===== config.mk =====
export PLATFORM = sky130hd
export DESIGN_NAME = pwm8_ule
export DESIGN_NICKNAME = d
export VERILOG_FILES = /design/src/rtl/pwm_pkg.sv /design/src/rtl/ule8.sv /design/src/rtl/pwm8_ule.sv
export SDC_FILE = /design/constraint.sdc
export NUM_CORES = 1
export LEC_CHECK = 0
export CAP_MARGIN = 15
export CORE_MARGIN = 3
export CORE_UTILIZATION = 58
export DETAILED_ROUTE_END_ITERATION = 7
export GPL_TIMING_DRIVEN = 0
export PLACE_DENSITY = 0.87
export SLEW_MARGIN = 20
export SYNTH_ARGS = -nofsm -noshare
export SYNTH_HDL_FRONTEND = slang
export SYNTH_HIERARCHICAL = 1
export SYNTH_SLANG_ARGS = --single-unit

===== constraint.sdc =====
create_clock -name CLK -period 5.6 [get_ports CLK]
set_input_delay 0.56 -clock CLK [delete_from_list [all_inputs] [get_ports CLK]]
set_output_delay 0.56 -clock CLK [all_outputs]
set_load 0.005 [all_outputs]

===== src/rtl/pwm_pkg.sv =====
// Shared types and constants for the pwm8_ule PWM generator.
//   PWM_W     : counter / duty / top width (8 only; matches ule8)
//   pwm_cfg_t : {duty, top} pair used for both the shadow and active registers
package pwm_pkg;

  localparam int unsigned PWM_W = 8;

  typedef struct packed {
    logic [PWM_W-1:0] duty;
    logic [PWM_W-1:0] top;
  } pwm_cfg_t;

endpackage


===== src/rtl/ule8.sv =====
// Unsigned 8-bit less-or-equal comparator.
//   I0 : in  8  left operand
//   I1 : in  8  right operand
//   O  : out 1  1 when I0 <= I1 (unsigned)
module ule8 (
  input  logic [7:0] I0,
  input  logic [7:0] I1,
  output logic       O
);

  assign O = (I0 <= I1);

endmodule


===== src/rtl/pwm8_ule.sv =====
// 8-bit PWM generator built on the ule8 comparator.
// A free-running period counter is compared against the active duty value;
// the registered compare result drives O. Duty/top updates enter a shadow
// register over a VALID/READY handshake and are applied only at period wrap,
// so no runt or glitched pulses are produced.
//   CLK         : in  1  clock, rising edge
//   ASYNCRESETN : in  1  asynchronous active-low reset
//   CE          : in  1  count enable; gates counter, O update and wrap
//   VALID       : in  1  update request; DUTY/TOP valid when high
//   READY       : out 1  shadow register free
//   DUTY        : in  8  requested high time in counts
//   TOP         : in  8  requested terminal count; period = TOP+1 CE cycles
//   O           : out 1  PWM output, registered
//   WRAP        : out 1  combinational; last count of the period (qualified by CE)
module pwm8_ule
  import pwm_pkg::*;
#(
  parameter int unsigned WIDTH = PWM_W
) (
  input  logic             CLK,
  input  logic             ASYNCRESETN,
  input  logic             CE,
  input  logic             VALID,
  output logic             READY,
  input  logic [WIDTH-1:0] DUTY,
  input  logic [WIDTH-1:0] TOP,
  output logic             O,
  output logic             WRAP
);

  logic [PWM_W-1:0] cnt_q, cnt_d;
  pwm_cfg_t         act_q, act_d;
  pwm_cfg_t         shadow_q, shadow_d;
  logic             pend_q, pend_d;
  logic             o_q, o_d;

  logic duty_le_cnt;
  logic lt;
  logic capture;

  // O is high while CNT < DUTY_A, i.e. NOT (DUTY_A <= CNT).
  ule8 u_ule8 (
    .I0 (act_q.duty),
    .I1 (cnt_q),
    .O  (duty_le_cnt)
  );

  assign lt      = ~duty_le_cnt;
  assign WRAP    = CE & (cnt_q == act_q.top);
  assign READY   = ~pend_q;
  assign capture = VALID & ~pend_q;
  assign O       = o_q;

  always_comb begin
    cnt_d    = cnt_q;
    act_d    = act_q;
    shadow_d = shadow_q;
    pend_d   = pend_q;
    o_d      = o_q;

    if (CE) begin
      cnt_d = WRAP ? '0 : cnt_q + PWM_W'(1);
      o_d   = lt;
    end

    // Apply uses the pending flag as it stood before this edge, so a capture
    // landing on the same wrap waits for the following wrap.
    if (WRAP && pend_q) begin
      act_d  = shadow_q;
      pend_d = 1'b0;
    end

    // Capture only happens with pend_q low, so it never collides with apply.
    if (capture) begin
      shadow_d.duty = DUTY;
      shadow_d.top  = TOP;
      pend_d        = 1'b1;
    end
  end

  always_ff @(posedge CLK or negedge ASYNCRESETN) begin
    if (!ASYNCRESETN) begin
      cnt_q    <= '0;
      act_q    <= '0;
      shadow_q <= '0;
      pend_q   <= 1'b0;
      o_q      <= 1'b0;
    end else begin
      cnt_q    <= cnt_d;
      act_q    <= act_d;
      shadow_q <= shadow_d;
      pend_q   <= pend_d;
      o_q      <= o_d;
    end
  end

endmodule


=== Yosys cells after proc, flatten, opt, wreduce, memory -nomap -nowiden ===
Cells that the tools add are included.

* Flip-flop bits (word level): 42
* Output and inout port bits: 3
* Word-level logic and storage cells: 19
* Bits of input ports: 20

* Reduce and logical (&&, ||, !) cells: 2
* Eq/ne operators: 1
* Multiplexer cells: 3
* Magnitude comparators: 1
* Bitwise operators: 4
* Add/sub/neg operators: 1

{| class="wikitable"
|+ Operator list
! kind !! number
|-
| 8-bit by 1-bit adder with 8-bit output (second input constant) || 1
|-
| 8-bit equality test || 1
|-
| 8-bit <= comparator || 1
|-
| 8-bit 2-to-1 mux || 1
|-
| 1-bit bitwise AND || 2
|-
| 1-bit 2-to-1 mux || 2
|-
| 1-bit inverter || 2
|-
| 2-bit nonzero test || 1
|-
| 1-bit logical AND || 1
|}

=== Logic depth before layout (Yosys ltp) ===
Gate-level depths: netlist of the first run.

* Depth in word-level cells: 5
* Mapped depth: 7
* Mapped depth without buffers: 7

=== Cells and area by module ===
The synthesis of the first run kept the hierarchy.

{| class="wikitable"
|+ Modules (own cells, without submodules)
! module !! instances !! seq. area each (um^2) !! cells each !! area each (um^2)
|-
| pwm8_ule || 1 || 1,051.0 || 126 || 1,788.0
|-
| ule8 || 1 || 0.0 || 27 || 196.4
|}

=== Least setup slack after synthesis of the first run ===
No wires, ideal clock.

* Path kind: input to register
* From: input CE
* To: register act_q[0] (netlist name)
* Data required time: 5.475 ns
* Library setup time: 0.125 ns
* Setup slack: 3.580 ns
* Stages: 6
* Data arrival time: 1.895 ns
* Path buffers: 3
* Path through: buf_2 -> nand2_1 -> or4_1 -> buf_6 -> buf_12 -> mux2_4

* Cells in the longest elaborated chain, start to end: 2

{| class="wikitable"
|+ RTL lines
! item !! RTL line !! source
|-
| from (decl) || pwm8_ule.sv:22 || <nowiki>input logic CE,</nowiki>
|-
| 1-bit bitwise AND || pwm8_ule.sv:49 || <nowiki>assign WRAP = CE & (cnt_q == act_q.top);</nowiki>
|-
| 1-bit logical AND || pwm8_ule.sv:68 || <nowiki>if (WRAP && pend_q) begin</nowiki>
|-
| to (signal assigned) || pwm8_ule.sv:90 || <nowiki>act_q <= act_d;</nowiki>
|-
| to (decl) || pwm8_ule.sv:32 || <nowiki>pwm_cfg_t act_q, act_d;</nowiki>
|}

Every way passes these cells.
A chain may end at the register's enable or synchronous reset.

=== Worst setup path in the final report of the first run ===
* From: register cnt_q[0]
* To: output WRAP

* Cells in the longest elaborated chain, start to end: 2

{| class="wikitable"
|+ RTL lines
! item !! RTL line !! source
|-
| from (decl) || pwm8_ule.sv:31 || <nowiki>logic [PWM_W-1:0] cnt_q, cnt_d;</nowiki>
|-
| from (signal assigned) || pwm8_ule.sv:89 || <nowiki>cnt_q <= cnt_d;</nowiki>
|-
| 8-bit equality test || pwm8_ule.sv:49 ||
|-
| 1-bit bitwise AND || pwm8_ule.sv:49 ||
|-
| to (decl) || pwm8_ule.sv:28 || <nowiki>output logic WRAP</nowiki>
|}

Every way passes these cells.

==> results of run 1 <==
-- registers in the layout, indices dropped and copies added (netlist names) --
signal and flops:
cnt_q 8, O 1, shadow_q 16, act_q 16
pend_q 1
-- Yosys cell counts (2+ instances only) --
| master | count |
|---|---|
| sky130_fd_sc_hd__mux2_4 | 9 |
| sky130_fd_sc_hd__ha_1 | 9 |
| sky130_fd_sc_hd__nor2_1 | 8 |
| sky130_fd_sc_hd__nand4_1 | 5 |
| sky130_fd_sc_hd__inv_1 | 11 |
| sky130_fd_sc_hd__o21ai_0 | 2 |
| sky130_fd_sc_hd__xnor2_1 | 11 |
| sky130_fd_sc_hd__xor2_1 | 3 |
| sky130_fd_sc_hd__nand2b_1 | 2 |
| sky130_fd_sc_hd__clkbuf_1 | 2 |
| sky130_fd_sc_hd__a21oi_1 | 4 |
| sky130_fd_sc_hd__mux2_2 | 23 |
| sky130_fd_sc_hd__nand3_1 | 3 |
| sky130_fd_sc_hd__dfrtp_1 | 42 |
| sky130_fd_sc_hd__nand2_1 | 6 |
| sky130_fd_sc_hd__o22ai_1 | 2 |
| sky130_fd_sc_hd__nor2b_1 | 2 |
-- power groups by stage --
stage / combinational [mW] / clock (mW) / sequential [mW]
3_3_place_gp: 0.393 / 0 / 0.551
4_1_cts: 0.433 / 0.157 / 0.557
3_5_place_dp: 0.430 / 0 / 0.565
5_1_grt: 0.482 / 0.170 / 0.576
6_report: 0.431 / 0.154 / 0.557
2_1_floorplan: 0.336 / 0 / 0.525
-- final timing paths --
kind | to | slack, ns | cells after the start
max | WRAP | 2.71 | 4
max reg2reg | act_q[2] | 3.48 | 6
min reg2reg | act_q[2] | 0.52 | 1
max in group asynchronous | shadow_q[6] | 5.03 | 2
min in group CLK | O | 0.51 | 2
min | O | 0.1 | 1
-- layout make-up --
class	instances	area (um^2)	share of cell area, %
well taps	44	55.1	2.37
inverters	11	41.3	1.78
clock inverters	1	5.00	0.215
multi-input cells	95	848	36.5
flip-flops and latches	42	1050	45.2
clock buffers	7	55.1	2.37
plain buffers	5	43.8	1.88
repair buffers	22	225	9.69
-- kinds of logic (layout without fill, tap and decap cells) --
logic type,count (synthesis),after routing
flip-flops,42,42
AO/OA/AOI/OAI,10,10
AND/OR/NAND/NOR,29,29
buffers and inverters,16,46
XOR/XNOR,14,14
multiplexers,33,33
adder cells (fa/ha/maj),9,9
-- per-layer routing --
layer	vias up	GRT usage [%]	routed length, um
met5	-	0	0
met4	0	6.60	23
met3	4	6.93	159
met2	26	33.8	1800
met1	604	22.5	1520
li1	584	-	-
-- critical path, stage by stage, from the launching register on --
cell                              delay, ns
sky130_fd_sc_hd__dfrtp_1               0.51
sky130_fd_sc_hd__xnor2_1               0.20
sky130_fd_sc_hd__nand4_1               0.17
sky130_fd_sc_hd__nor3_2                0.51
sky130_fd_sc_hd__clkdlybuf4s50_1       0.61
-- through the flow --
stage | instances | setup WS [ns]
final | 227 | 2.71
after global routing | 227 | 2.53
after CTS | 227 | 2.72
after detailed placement | 219 | 3.08
after global placement | 218 | 3.04
after floorplan | 153 | 3.58
==> flow_summary.rst, run 1 <==
.. list-table::
   :header-rows: 1

   * - Metric
     - Value
   * - Final design instance area without fill
     - 2320 um^2
   * - Vias in the first global route
     - 1318
   * - Leading cell type in the layout, fill and taps excluded
     - sky130_fd_sc_hd__dfrtp_1
   * - Via count
     - 1218
   * - Transition at the pin with the smallest max-transition slack
     - 0.559 ns
   * - Most frequent cells in the layout
     - 42 x sky130_fd_sc_hd__dfrtp_1, 23 x sky130_fd_sc_hd__mux2_2, 20 x sky130_fd_sc_hd__clkdlybuf4s50_1
   * - Worst hold margin
     - 0.0993 ns
   * - Part of the total power dissipated in the clock network
     - 13.5%
   * - RSZ-0062 raised after global routing
     - false
   * - Final Power
     - 1.14 mW
   * - Type of the worst min-delay path
     - in -> async
   * - Number of slew-limit violations in the final report
     - 0
   * - Capturing element type of the critical path
     - primary output
   * - Hold_buf cts
     - 0
   * - Post-route antenna net violation count
     - 0
   * - Max-Cap Viols
     - 0
   * - TritonCTS Sinks
     - 42
   * - CTS tree
     - built
   * - I/O pin cnt
     - 23
   * - Peak fanout along the critical path
     - 9
   * - Total wirelength of the detailed-routed design
     - 3510 um
   * - Worst flop-to-flop path startpoint
     - cnt_q[0]
   * - Synthesis-to-finish area growth
     - 17.2%
   * - Pin count of the biggest net entering global routing
     - 29
   * - Summed negative setup slack over all endpoints
     - 0 ns
   * - Max-Slew Margin vs Limit
     - 62.6%
   * - Buffers from clock root to sink, at most
     - 2
   * - Post-layout net count
     - 211
   * - Multiplexer share of the synthesized area
     - 20.4%
   * - Via/cell ratio
     - 5.37
   * - Count of standard-cell rows
     - 20
   * - Resized Gates After CTS
     - 0
   * - First drt pass iteration count
     - 4
   * - Switching share of power
     - 33.2%
   * - Post-synthesis area per instance
     - 13.0 um^2
   * - Simple-gate portion of the synthesized area
     - 7.38%
   * - Sequential share of power
     - 48.8%
   * - Register area share after synthesis
     - 53.0%
   * - Number of buffers created by CTS
     - 5
   * - Power density over the cells
     - 492 nW/um^2
   * - Critical Path Start Type
     - register
   * - WL/cell
     - 15.4 um
   * - Dpl cell area
     - 2260 um^2
   * - Die width
     - 64.5 um
   * - Maximum ir drop on the vdd rail
     - 0.000310 V
   * - Number of warnings reported in the yosys synthesis log
     - 6
   * - Final number of setup-violating endpoints
     - 0
   * - Net count of the mapped netlist
     - 182
   * - Level count of the clock H-tree
     - 2
   * - Antenna diode instance count
     - 0
   * - Die Span Y
     - 64.5 um
   * - Psw
     - 0.379 mW
   * - Compound-cell area share of the yosys netlist
     - 3.15%
   * - Dominant combinational cell family by area after synthesis
     - multiplexers
   * - Data required time at the worst endpoint
     - 5.04 ns
   * - CP arrival
     - 2.33 ns
   * - Number of design rule violations left after detail routing
     - 0
   * - Ranking of synthesized cells by area
     - sky130_fd_sc_hd__dfrtp_1 53%, sky130_fd_sc_hd__mux2_2 13%, sky130_fd_sc_hd__mux2_4 6.8%, sky130_fd_sc_hd__ha_1 5.7%, sky130_fd_sc_hd__xnor2_1 4.9%
   * - Quantity of I/O buffers inserted on ports
     - 21
   * - Post-Synthesis Cells
     - 153
   * - Root buffer cell
     - sky130_fd_sc_hd__clkbuf_4
   * - Fraction of final layout cells with drive strength greater than 1
     - 25.1%
   * - Wire length of the first global-routing pass
     - 6140 um
   * - Worst-path clk slew
     - 0.12 ns
   * - Dominant synthesized flop cell
     - sky130_fd_sc_hd__dfrtp_1
   * - Outcome
     - finished, final reports clean
   * - Fill cells
     - 219
   * - Yosys reg bits
     - 42
   * - Time the worst path needs with I/O delays and setup
     - 2.89 ns
   * - Setup Crit Path Kind
     - reg -> out
   * - Total track usage
     - 19.5%
   * - Final Hold Viols
     - 0
   * - Number of enable-type register cells in the synthesized netlist
     - 0
   * - Violation count after the first detailed-route iteration
     - 53
   * - Share of the synthesized area in the top cell type
     - 53.0%
   * - HPWL reported at the end of detailed placement
     - 2710 um
   * - Fraction of synthesized cell area in xor and xnor cells
     - 6.18%
   * - Post-synth top area cell
     - sky130_fd_sc_hd__dfrtp_1
   * - Clk_lat worst skew
     - 0.34 ns
   * - Logic pwr share
     - 37.7%
   * - Share of synthesized cell area in full adder, half adder and majority cells
     - 5.67%
   * - Total global routing overflow
     - 0
   * - Full die area
     - 4160 um^2
   * - Achievable Freq
     - 346 MHz
   * - Core Footprint
     - 3150 um^2
   * - Number of setup buffers added after CTS
     - 0
   * - Start point of the critical path
     - cnt_q[0]
   * - Starting density of the core
     - 62.9%
   * - Antenna violations before repair
     - 0
   * - Util after Layout
     - 73.7%
   * - Power Internal
     - 0.764 mW
   * - Distinct cell type count after synthesis
     - 26
   * - Worst-case clock skew
     - 0.00944 ns
   * - Post-route clock period utilization
     - 51.6%
   * - Share of flip-flops with an asynchronous set or reset after synthesis
     - 100%
   * - Post-Syn Area
     - 1980 um^2
   * - LEAKAGE
     - 1.05 nW
   * - Placer's final routability congestion estimate
     - 0.730
(Power assumes the default switching activity.)
==> run 2, diff against run 1 <==
--- a/config.mk
+++ b/config.mk
@@ -7,10 +7,10 @@
 export LEC_CHECK = 0
 export CAP_MARGIN = 15
 export CORE_MARGIN = 3
-export CORE_UTILIZATION = 58
+export CORE_UTILIZATION = 50
 export DETAILED_ROUTE_END_ITERATION = 7
 export GPL_TIMING_DRIVEN = 0
-export PLACE_DENSITY = 0.87
+export PLACE_DENSITY = 0.8
 export SLEW_MARGIN = 20
 export SYNTH_ARGS = -nofsm -noshare
 export SYNTH_HDL_FRONTEND = slang
==> constraint.sdc (replaced) <==
create_clock -name CLK -period 2.58 [get_ports CLK]
set_input_delay 0.258 -clock CLK [delete_from_list [all_inputs] [get_ports CLK]]
set_output_delay 0.258 -clock CLK [all_outputs]
set_load 0.005 [all_outputs]
==> flow_summary.rst, run 2 (synthesis gave the netlist of run 1 again) <==
.. list-table::
   :header-rows: 1

   * - Metric
     - Value
   * - Quantity of I/O buffers inserted on ports
     - 21
   * - Max incr delay on CP
     - 0.58 ns
   * - Post-layout net count
     - 212
   * - Leading cell type in the layout, fill and taps excluded
     - sky130_fd_sc_hd__dfrtp_1
   * - Worst reg-to-reg path cell count
     - 6
   * - Full die area
     - 4760 um^2
   * - Max-Slew Margin vs Limit
     - 63.4%
   * - Summed negative setup slack over all endpoints
     - 0 ns
   * - Most frequent cells in the layout
     - 42 x sky130_fd_sc_hd__dfrtp_1, 23 x sky130_fd_sc_hd__mux2_2, 20 x sky130_fd_sc_hd__clkdlybuf4s50_1
   * - Hold Path Stages
     - 2
   * - Util after Layout
     - 64.0%
   * - LEAKAGE
     - 1.08 nW
   * - Setup ws final
     - 0.255 ns
   * - Data required time at the worst endpoint
     - 2.32 ns
   * - Antenna violations before repair
     - 0
   * - Pin count of the biggest net entering global routing
     - 30
   * - Capture point of the worst reg-to-reg path
     - act_q[2]
   * - Peak fanout along the critical path
     - 9
   * - Total wirelength of the detailed-routed design
     - 3440 um
   * - Type of the worst min-delay path
     - in -> reg
   * - Die Span Y
     - 69 um
   * - Power density over the cells
     - 1110 nW/um^2
   * - Outcome
     - finished, final reports clean
   * - Core Footprint
     - 3740 um^2
   * - Fraction of final layout cells with drive strength greater than 1
     - 25.0%
   * - Max-Cap Viols
     - 0
   * - Final number of setup-violating endpoints
     - 0
   * - Post-route antenna net violation count
     - 0
   * - RSZ-0062 raised after global routing
     - false
   * - First drt pass iteration count
     - 4
   * - Starting density of the core
     - 53.0%
   * - CTS tree
     - built
   * - Psw
     - 0.835 mW
   * - CP arrival
     - 2.07 ns
   * - Worst flop-to-flop path startpoint
     - cnt_q[0]
   * - Synthesis-to-finish area growth
     - 20.7%
   * - CP max-delay cell
     - sky130_fd_sc_hd__clkdlybuf4s50_1
   * - Total track usage
     - 16.1%
   * - Start point of the critical path
     - cnt_q[0]
   * - Level count of the clock H-tree
     - 2
   * - WL/cell
     - 14.8 um
   * - Critical Path Start Type
     - register
   * - Final Power
     - 2.65 mW
   * - TritonCTS Sinks
     - 42
   * - Achievable Freq
     - 430 MHz
   * - Worst-case register-to-register setup slack
     - 0.52 ns
   * - Setup Crit Path Kind
     - reg -> out
   * - Placer's final routability congestion estimate
     - 0.790
   * - Via count
     - 1184
   * - Vias in the first global route
     - 1311
   * - Biggest regs
     - act_q: 16 flops, shadow_q: 16 flops, cnt_q: 8 flops
   * - Via/cell ratio
     - 5.10
   * - Wire length of the first global-routing pass
     - 6110 um
   * - Number of design rule violations left after detail routing
     - 0
   * - Violation count after the first detailed-route iteration
     - 35
   * - Time the worst path needs with I/O delays and setup
     - 2.33 ns
   * - Sequential share of power
     - 45.2%
   * - Logic pwr share
     - 35.6%
   * - Part of the total power dissipated in the clock network
     - 19.3%
   * - Maximum ir drop on the vdd rail
     - 0.000633 V
   * - I/O pin cnt
     - 23
   * - Die width
     - 69 um
   * - Root buffer cell
     - sky130_fd_sc_hd__clkbuf_8
   * - Capturing element type of the critical path
     - primary output
   * - Number of slew-limit violations in the final report
     - 0
   * - Post-route clock period utilization
     - 90.1%
   * - Clk_lat worst skew
     - 0.29 ns
   * - Final Hold Viols
     - 0
   * - Count of standard-cell rows
     - 22
   * - Critical path cell sequence
     - xnor2_1 -> nand4_1 -> nor3_4 -> clkdlybuf4s50_1
   * - Power Internal
     - 1.82 mW
   * - Worst-path clk slew
     - 0.07 ns
   * - Transition at the pin with the smallest max-transition slack
     - 0.549 ns
   * - Buffers from clock root to sink, at most
     - 2
   * - Number of buffers created by CTS
     - 5
   * - Endpoint of the most critical setup path
     - WRAP
   * - Switching share of power
     - 31.5%
   * - HPWL reported at the end of detailed placement
     - 2590 um
   * - Total global routing overflow
     - 0
   * - Placement-stage worst setup slack
     - 0.371 ns
   * - Worst-case clock skew
     - 0.00944 ns
   * - Antenna diode instance count
     - 0
   * - Number of setup buffers added after CTS
     - 0
-- run 2: cell types whose count changed in the layout (fill, tap and decap cells not counted), sizes merged --
cell,change
clkinv,-1
bufinv,+1
clkbuf,-1
clkinvlp,+1
dlygate4sd3,+1
-- run 2: worst min-delay path by stage --
stage,startpoint,to
2_1_floorplan,ASYNCRESETN,O
3_3_place_gp,shadow_q[14],act_q[14]
3_5_place_dp,ASYNCRESETN,act_q[7]
4_1_cts,CE,O
5_1_grt,CE,O
6_report,CE,O
-- run 2: layer usage --
metal  track usage (%)  vias up  routed length (um)
met3              4.37        5                 110
met5                 0        -                   0
met4              4.99        0                  35
met1              20.9      579                1560
met2              26.4       19                1730
li1                  -      581                   -
-- run 2: worst max-delay path, delay by kind of cell (launching register included) --
kind                   cells  cell delay [ns]
XOR/XNOR                   1             0.17
AND/OR/NAND/NOR            2             0.57
buffers and inverters      1             0.58
flip-flops                 1             0.47
-- run 2: timing repair --
action	4_1_cts	5_1_grt
hold buffers	1	0
endpoints found under the setup margin	0	1
resized for setup	0	1
hold endpoints to repair	13	0
-- run 2: metrics by stage --
step           std cells  instance area (um^2)  hold slack [ns]
6_report             232                  2400            0.281
5_1_grt              232                  2400            0.300
4_1_cts              232                  2390            0.278
3_3_place_gp         222                  2250            0.485
3_5_place_dp         223                  2270            0.183
2_1_floorplan        153                  1980          -0.0376
-- run 2: layout make-up --
class / count / area, um^2
timing repair buffer: 23 / 235
buffer: 5 / 43.8
fill: 295 / 1350
inverter: 11 / 41.3
sequential: 42 / 1050
multi-input combinational: 95 / 855
clock inverter: 2 / 37.5
tap: 48 / 60.1
clock buffer: 6 / 72.6
-- run 2: power by group through the flow --
stage	logic [mW]	registers (mW)	clock network [mW]
2_1_floorplan	0.730	1.14	0
3_3_place_gp	0.856	1.20	0
3_5_place_dp	0.935	1.22	0
4_1_cts	0.941	1.21	0.524
5_1_grt	1.06	1.24	0.549
6_report	0.943	1.20	0.511
